==> config.mk <==
export PLATFORM = sky130hd
export DESIGN_NAME = fa_button_cond
export DESIGN_NICKNAME = d
export VERILOG_FILES = /design/src/rtl/fa_button_cond.sv
export SDC_FILE = /design/constraint.sdc
export NUM_CORES = 1
export LEC_CHECK = 0
export BUFFER_PORTS_ARGS = -buffer_cell sky130_fd_sc_hd__buf_4
export CAP_MARGIN = 25
export CORE_MARGIN = 2
export CORE_UTILIZATION = 47
export CTS_CLUSTER_DIAMETER = 50
export CTS_CLUSTER_SIZE = 30
export DETAILED_ROUTE_END_ITERATION = 6
export PLACE_DENSITY = 0.7
export SYNTH_ARGS = -nofsm -noshare
export SYNTH_HDL_FRONTEND = slang
export SYNTH_HIERARCHICAL = 1
export SYNTH_SLANG_ARGS = --single-unit
==> constraint.sdc <==
create_clock -name clk -period 1.65 [get_ports clk]
set_input_delay 0.2475 -clock clk [delete_from_list [all_inputs] [get_ports clk]]
set_output_delay 0.2475 -clock clk [all_outputs]
set_load 0.01 [all_outputs]
==> src/rtl/fa_button_cond.sv <==
// fa_button_cond: conditions the raw call and cancel push-buttons for the
// flight-attendant call controller. Each button is synchronised and debounced,
// and each debounced press becomes exactly one single-cycle pulse. When both
// buttons are accepted on the same edge, cancel wins.

// One button channel: two-flop synchroniser plus debounce FSM.
// press_req is high for the single cycle in which a press is accepted.
module fa_button_chan #(
    parameter int DEBOUNCE_CYCLES = 4,
    parameter int CNT_W           = 3
) (
    input  logic clk,
    input  logic reset,
    input  logic raw,
    output logic press_req,
    output logic held
);

    typedef enum logic [1:0] {
        UP      = 2'd0,
        DN_PEND = 2'd1,
        DOWN    = 2'd2,
        UP_PEND = 2'd3
    } state_t;

    localparam logic [CNT_W-1:0] CNT_LAST = CNT_W'(DEBOUNCE_CYCLES - 1);
    localparam logic [CNT_W-1:0] CNT_ONE  = CNT_W'(1);

    logic             sync_s1;
    logic             sync_s2;
    state_t           state;
    logic [CNT_W-1:0] cnt;

    // Two-flop synchroniser; sync_s2 is the level the debouncer trusts.
    always_ff @(posedge clk or posedge reset) begin
        if (reset) begin
            sync_s1 <= 1'b0;
            sync_s2 <= 1'b0;
        end else begin
            sync_s1 <= raw;
            sync_s2 <= sync_s1;
        end
    end

    // A press is accepted on the edge where the last pending-down sample arrives.
    assign press_req = (state == DN_PEND) && sync_s2 && (cnt == CNT_LAST);

    // Debounce FSM: a level change needs DEBOUNCE_CYCLES consecutive samples.
    always_ff @(posedge clk or posedge reset) begin
        if (reset) begin
            state <= UP;
            cnt   <= '0;
            held  <= 1'b0;
        end else begin
            case (state)
                UP: begin
                    if (sync_s2) begin
                        state <= DN_PEND;
                        cnt   <= CNT_ONE;
                    end
                end
                DN_PEND: begin
                    if (!sync_s2) begin
                        state <= UP;
                        cnt   <= '0;
                    end else if (cnt == CNT_LAST) begin
                        state <= DOWN;
                        cnt   <= '0;
                        held  <= 1'b1;
                    end else begin
                        cnt <= cnt + CNT_ONE;
                    end
                end
                DOWN: begin
                    if (!sync_s2) begin
                        state <= UP_PEND;
                        cnt   <= CNT_ONE;
                    end
                end
                UP_PEND: begin
                    if (sync_s2) begin
                        state <= DOWN;
                        cnt   <= '0;
                    end else if (cnt == CNT_LAST) begin
                        state <= UP;
                        cnt   <= '0;
                        held  <= 1'b0;
                    end else begin
                        cnt <= cnt + CNT_ONE;
                    end
                end
                default: begin
                    state <= UP;
                    cnt   <= '0;
                    held  <= 1'b0;
                end
            endcase
        end
    end

endmodule

// Top level: two identical channels and the cancel-wins pulse register.
module fa_button_cond #(
    parameter int DEBOUNCE_CYCLES = 4,
    parameter int CNT_W           = 3
) (
    input  logic clk,
    input  logic reset,
    input  logic call_raw,
    input  logic cancel_raw,
    output logic call_button,
    output logic cancel_button,
    output logic call_held,
    output logic cancel_held
);

    logic call_req;
    logic cancel_req;

    fa_button_chan #(
        .DEBOUNCE_CYCLES(DEBOUNCE_CYCLES),
        .CNT_W          (CNT_W)
    ) u_call_chan (
        .clk      (clk),
        .reset    (reset),
        .raw      (call_raw),
        .press_req(call_req),
        .held     (call_held)
    );

    fa_button_chan #(
        .DEBOUNCE_CYCLES(DEBOUNCE_CYCLES),
        .CNT_W          (CNT_W)
    ) u_cancel_chan (
        .clk      (clk),
        .reset    (reset),
        .raw      (cancel_raw),
        .press_req(cancel_req),
        .held     (cancel_held)
    );

    // Register the pulses; a call accepted together with a cancel is dropped.
    always_ff @(posedge clk or posedge reset) begin
        if (reset) begin
            call_button   <= 1'b0;
            cancel_button <= 1'b0;
        end else begin
            cancel_button <= cancel_req;
            call_button   <= call_req && !cancel_req;
        end
    end

endmodule

==> run_results.csv, run 1 <==
group,metric,value,unit
final_layout,post_route_cells_drive_above_1_share,0.1500,
global_routing,first_global_vias,480,
sta,grt_setup_unrepaired,"no",
global_routing,gr-usage-all-layers,0.1623,
final_layout,most-common-layout-cells,"dfrtp_1 (18), nand2_1 (10), buf_4 (7)",
synthesis,yosysWarnings,6,
clock_network,clk_pin_slew_worst_paths,90,ps
sta,final.setup_skew,1.532,ps
worst_setup_path,element_type_at_the_critical_path_end,"register",
floorplanning,row_count,14,
worst_setup_path,worstPathMaxFanout,4,
global_routing,largest_net_degree_at_the_start_of_global_routing,11,
drt,first_iter_violations,12,
drt,vias_per_cell,5.177,
sta,timing.final.crit_period,1225,ps
pwr,total_leakage_power,0.4181,nW
sta,fmax,816.2,MHz
final_layout,mostFrequentLayoutCell,"dfrtp_1",
drt,wire_per_inst,12.13,µm
synthesis,ys_ff_latch,18,
clock_network,cts_setup_buffers,0,
final_layout,final_util,0.5772,
sta,least_margin_pin_slew,350.5,ps
global_routing,wire_length_of_the_first_global_routing_pass,2.145,mm
sta,setup_viol_count_final,0,
drt,wl_met1,554,µm
min_path,timing.hold.worst.class,"in -> reg",
sta,max_slew_margin,0.7647,
drt,drt-total-wl,1.164,mm
clock_network,cts-hold-fix-buffers,1,
worst_setup_path,cp.required,1830,ps
final_layout,n_antenna_cell,0,
sta,post-route-period-util,0.7426,
worst_setup_path,worstReg2RegStart,"u_cancel_chan/cnt[0]$_DFFE_PP0P_",
clock_network,buffer_cell_driving_the_clock_tree_root,"clkbuf_4",
floorplanning,die_h,43.97,µm
clock_network,tritoncts_clock_tree,"done",
sta,timing.final.hold_violations,0,
final_layout,area.growth.synth_to_final,15.83,%
sta,timing.hold.ws,57.24,ps
clock_network,cts-root-to-sink-buffers,2,
drt,topRoutingLayerUsed,"met4",
sta,slew_viol_final,0,
clock_network,htreeDepth,1,
synthesis,synthesis.nets,74,
worst_setup_path,worst-endpoint-arrival,1410,ps
floorplanning,initial_core_util,0.4983,
place,finalWeightedCongestion,0.7675,
status,status,"finished, final reports clean",
synthesis,syn_avg_cell_area,11.04,µm²
drt,drt_pass1_iterations,4,
drt,met2WireLength,522,µm
drt,detail_route.drc_violations,0,
place,port_buffers,7,
synthesis,syn_area,750.7,µm²
synthesis,syn_inst,68,
global_routing,grt_antenna_before_repair,0,
worst_setup_path,r2r_setup_slack,420,ps
sta,final_layout_setup_total_negative_slack,0,ps
synthesis,yosys.cell_types.count,17,
worst_setup_path,criticalPathCategory,"reg -> reg",
pwr,max-vdd-ir-drop,753.8,µV
clock_network,number_of_sinks_driven_by_the_clock_tree,18,
job,max_cap_viol_count,0,
worst_setup_path,critical_path_startpoint,"u_cancel_chan/cnt[0]$_DFFE_PP0P_",
synthesis,synth-seq-area-share,0.6000,
drt,ant_nets,0,
worst_setup_path,setup.worst_path.start_class,"register",
pwr,power_density,1417,nW/µm²
clock_network,cts_made_buffers,3,
clock_network,clock_insertion_delay_worst_skew,290,ps
place,place_hpwl,903.7,µm
min_path,hold_start,"call_raw",
floorplanning,die_area,1933,µm²
floorplanning,core,1506,µm²
floorplanning,width_of_the_chip,43.97,µm
pwr,post-layout-total-power,1.232,mW
drt,routed-wl-met3,57,µm
final_layout,nNetsFinal,87,
clock_network,cts_repair_resize_count,0,
drt,vias,497,
floorplanning,num_io_pins,8,
global_routing,grt_overflow_total,0,
==> cell usage after synthesis <==
cell type / number / share of area
a21oi_1: 2 / 0.013
and3b_1: 2 / 0.023
dfrtp_1: 18 / 0.60
ha_1: 2 / 0.033
inv_1: 3 / 0.015
nand2_1: 10 / 0.050
nand3b_1: 2 / 0.020
nor2_1: 6 / 0.030
nor2b_1: 2 / 0.017
nor2b_4: 1 / 0.018
nor3_1: 2 / 0.013
nor3b_1: 2 / 0.020
o21a_1: 4 / 0.040
o21ai_0: 6 / 0.040
o21bai_1: 2 / 0.020
xnor2_1: 2 / 0.023
xor2_1: 2 / 0.023
==> cells by family after synthesis <==
family | Yosys count | share of synthesized area
compound gates | 14 | 0.1133
xor+xnor | 4 | 0.04668
fa+ha+maj | 2 | 0.03333
buf+inv | 3 | 0.01500
flops | 18 | 0.6000
simple gates | 27 | 0.1917
==> stage by stage <==
step	setup WS (ps)	cells	cell area [µm²]
floorplan	511.1	68	750.7
global placement	461.8	91	823.3
detailed placement	418.6	91	823.3
CTS	410.9	96	869.6
global route	324.5	96	869.6
finish	424.8	96	869.6
==> power by group <==
group          leakage, nW  internal (mW)  total [mW]  switching, mW
registers            0.218          0.539       0.648          0.109
logic                0.179          0.160       0.322          0.162
clock network       0.0210          0.134       0.261          0.127
==> routing by layer <==
layer | GRT usage | up-vias
met5 | 0 | -
met4 | 0.1091 | 0
met3 | 0.03750 | 4
met2 | 0.2235 | 10
met1 | 0.2278 | 232
li1 | - | 251
==> critical path, stage by stage, from the launching register on <==
cell     delay, ps
dfrtp_1        370
ha_1           210
and3b_1        210
nand2_1         80
nor2_1         200
nor2b_4         50
==> final timing paths <==
check                           depth (start not counted)                                to
worst max-delay path                                    5             call_button$_DFF_PP0_
worst min-delay path                                    1     u_call_chan/sync_s1$_DFF_PP0_
worst max register to register                          5             call_button$_DFF_PP0_
worst min register to register                          0   u_cancel_chan/sync_s2$_DFF_PP0_
max in group asynchronous                               3  u_cancel_chan/cnt[2]$_DFFE_PP0P_
min in group asynchronous                               3             call_button$_DFF_PP0_
==> area by class of cell <==
class,count,area (µm²)
clock buffers,4,36.28
multi-input cells,47,289.0
well taps,16,20.02
repair buffers,8,62.56
flip-flops and latches,18,450.4
inverters,3,11.26
fillers,133,636.9
Power figures use the tool's default switching activity.
==> run 2, diff against run 1 <==
Settings changed: PLACE_DENSITY 0.7 to 0.73.
Clock period 1.65 ns to 1 ns, I/O delays scaled along.
==> run 2 against run 1 <==
Against the previous run: the flow now finishes with violations (negative setup slack); wire length rose by 38%; sequential power rose by 68%; global-route usage rose by 3.1 points; cell count up 16%; maximum frequency rose by 7.6%; power rose by 120%.
==> run_results.csv, run 2 (synthesized netlist as in run 1, its figures left out) <==
group,metric,value,unit
status,status,"finished with violations",
status,violations_in_the_final_reports,"negative setup slack",
floorplanning,width_of_the_chip,43.97,µm
global_routing,grt_antenna_before_repair,0,
place,place_hpwl,971.2,µm
clock_network,clock_insertion_delay_worst_skew,290,ps
pwr,clock_power_share,0.165,
final_layout,mostFrequentLayoutCell,"buf_4",
drt,detail_route.drc_violations,0,
sta,post-route-period-util,1.139,
global_routing,first_global_vias,580,
clock_network,cts_made_buffers,3,
sta,timing.hold.ws,259.8,ps
final_layout,post_route_cells_drive_above_1_share,0.5053,
pwr,power_frac_comb,0.426,
sta,setup_viol_count_final,13,
drt,first_iter_violations,6,
sta,max_slew_margin,0.7785,
drt,vias_per_cell,5.081,
sta,least_margin_pin_slew,331.9,ps
pwr,total_switching_power,0.9047,mW
clock_network,buffer_cell_driving_the_clock_tree_root,"clkbuf_4",
worst_setup_path,setup.worst_path.start_class,"register",
worst_setup_path,worstReg2RegEnd,"u_call_chan/held$_DFFE_PP0P_",
floorplanning,num_io_pins,8,
final_layout,final_util,0.7483,
worst_setup_path,worstReg2RegStart,"u_call_chan/cnt[1]$_DFFE_PP0P_",
place,port_buffers,7,
drt,vias,564,
final_layout,most-common-layout-cells,"buf_4 (17), dfrtp_1 (16), nand2_1 (5)",
worst_setup_path,worst-endpoint-arrival,1310,ps
pwr,power_density,2357,nW/µm²
floorplanning,die_h,43.97,µm
worst_setup_path,criticalPathCategory,"reg -> reg",
final_layout,nNetsFinal,102,
clock_network,htreeDepth,1,
pwr,seqPwrFrac,0.409,
place,pre_cts_ws,-155.0,ps
drt,wire_per_inst,14.48,µm
sta,worst_slack,-138.9,ps
place,finalWeightedCongestion,0.7824,
final_layout,area.growth.synth_to_final,50.17,%
global_routing,gr-usage-all-layers,0.1934,
drt,ant_nets,0,
pwr,p_sw_frac,0.3405,
pwr,internal_power,1.752,mW
sta,timing.final.hold_violations,0,
global_routing,grt_overflow_total,0,
clock_network,number_of_sinks_driven_by_the_clock_tree,18,
pwr,max-vdd-ir-drop,1474,µV
floorplanning,die_area,1933,µm²
final_layout,fillers,104,
clock_network,tritoncts_clock_tree,"done",
worst_setup_path,r2r_setup_slack,-140,ps
worst_setup_path,worstPathMaxFanout,4,
sta,final.setup_skew,5.598,ps
global_routing,wire_length_of_the_first_global_routing_pass,2.546,mm
sta,timing.final.crit_period,1139,ps
worst_setup_path,element_type_at_the_critical_path_end,"register",
sta,final_layout_setup_total_negative_slack,-1125,ps
floorplanning,core,1506,µm²
floorplanning,row_count,14,
worst_setup_path,rr_worst_depth,4,
sta,fmax,878.0,MHz
final_layout,n_antenna_cell,0,
sta,grt_setup_unrepaired,"yes",
worst_setup_path,cp.required,1180,ps
drt,drt-total-wl,1.607,mm
clock_network,cts-root-to-sink-buffers,2,
job,max_cap_viol_count,0,
drt,drt_pass1_iterations,4,
min_path,timing.hold.worst.class,"in -> async",
pwr,total_leakage_power,0.5163,nW
clock_network,clk_pin_slew_worst_paths,100,ps
sta,slew_viol_final,0,
floorplanning,initial_core_util,0.4983,
global_routing,largest_net_degree_at_the_start_of_global_routing,11,
## run 2: changes by cell type in the layout (fill, tap and decap cells not counted), sizes merged
cell,delta
dlygate4sd3,+2
buf,+13
## run 2: worst max-delay path, cell delays in order, from the launching register on
cell	delay [ps]
dfrtp_1	430
ha_4	180
and3b_2	220
a21oi_1	130
o21ai_1	70
## run 2: routing by layer
metal  GRT usage  wire length, µm  vias up
li1            -                -      279
met1      0.2342              684      276
met2      0.3206              876        7
met3     0.05000               30        2
met4     0.09091               15        0
met5           0                0        -
## run 2: worst max-delay path by stage
stage	slack [ps]	endpoint	from	depth (start not counted)
after floorplan	-90	call_button$_DFF_PP0_	u_cancel_chan/cnt[0]$_DFFE_PP0P_	5
after global placement	-140	call_button$_DFF_PP0_	u_cancel_chan/cnt[0]$_DFFE_PP0P_	5
after detailed placement	-150	call_button$_DFF_PP0_	u_cancel_chan/cnt[0]$_DFFE_PP0P_	5
after CTS	-130	call_button$_DFF_PP0_	u_cancel_chan/cnt[1]$_DFFE_PP0P_	5
after global routing	-190	u_call_chan/held$_DFFE_PP0P_	u_call_chan/cnt[1]$_DFFE_PP0P_	4
final	-140	u_call_chan/held$_DFFE_PP0P_	u_call_chan/cnt[1]$_DFFE_PP0P_	4
## run 2: through the flow
| stage | instances | power (mW) | cell area (µm²) |
|---|---|---|---|
| floorplan | 68 | 1.524 | 775.7 |
| global placement | 102 | 1.879 | 930.9 |
| detailed placement | 102 | 1.910 | 930.9 |
| CTS | 109 | 2.514 | 1060 |
| global route | 111 | 2.852 | 1127 |
| finish | 111 | 2.657 | 1127 |
## run 2: timing repair
item	4_1_cts	5_1_grt
resized for setup	17	15
setup endpoints to repair	13	16
hold endpoints to repair	20	0
buffers inserted	1	2
hold buffers	3	0
pin swaps	13	7
## run 2: final cells by class
type | count | area, µm² | share of cell area
Clock buffer | 4 | 36.28 | 0.03219
Sequential cell | 18 | 452.9 | 0.4018
Tap cell | 16 | 20.02 | 0.01776
Inverter | 3 | 11.26 | 0.009989
Multi-Input combinational cell | 47 | 415.4 | 0.3685
Timing Repair Buffer | 23 | 191.4 | 0.1698
## run 2: power groups by stage
stage | sequential, mW | clock (mW) | combinational [mW]
global placement | 1.04 | 0 | 0.837
finish | 1.09 | 0.438 | 1.13
global route | 1.10 | 0.498 | 1.25
detailed placement | 1.05 | 0 | 0.860
floorplan | 1.07 | 0 | 0.453
CTS | 1.06 | 0.456 | 0.996
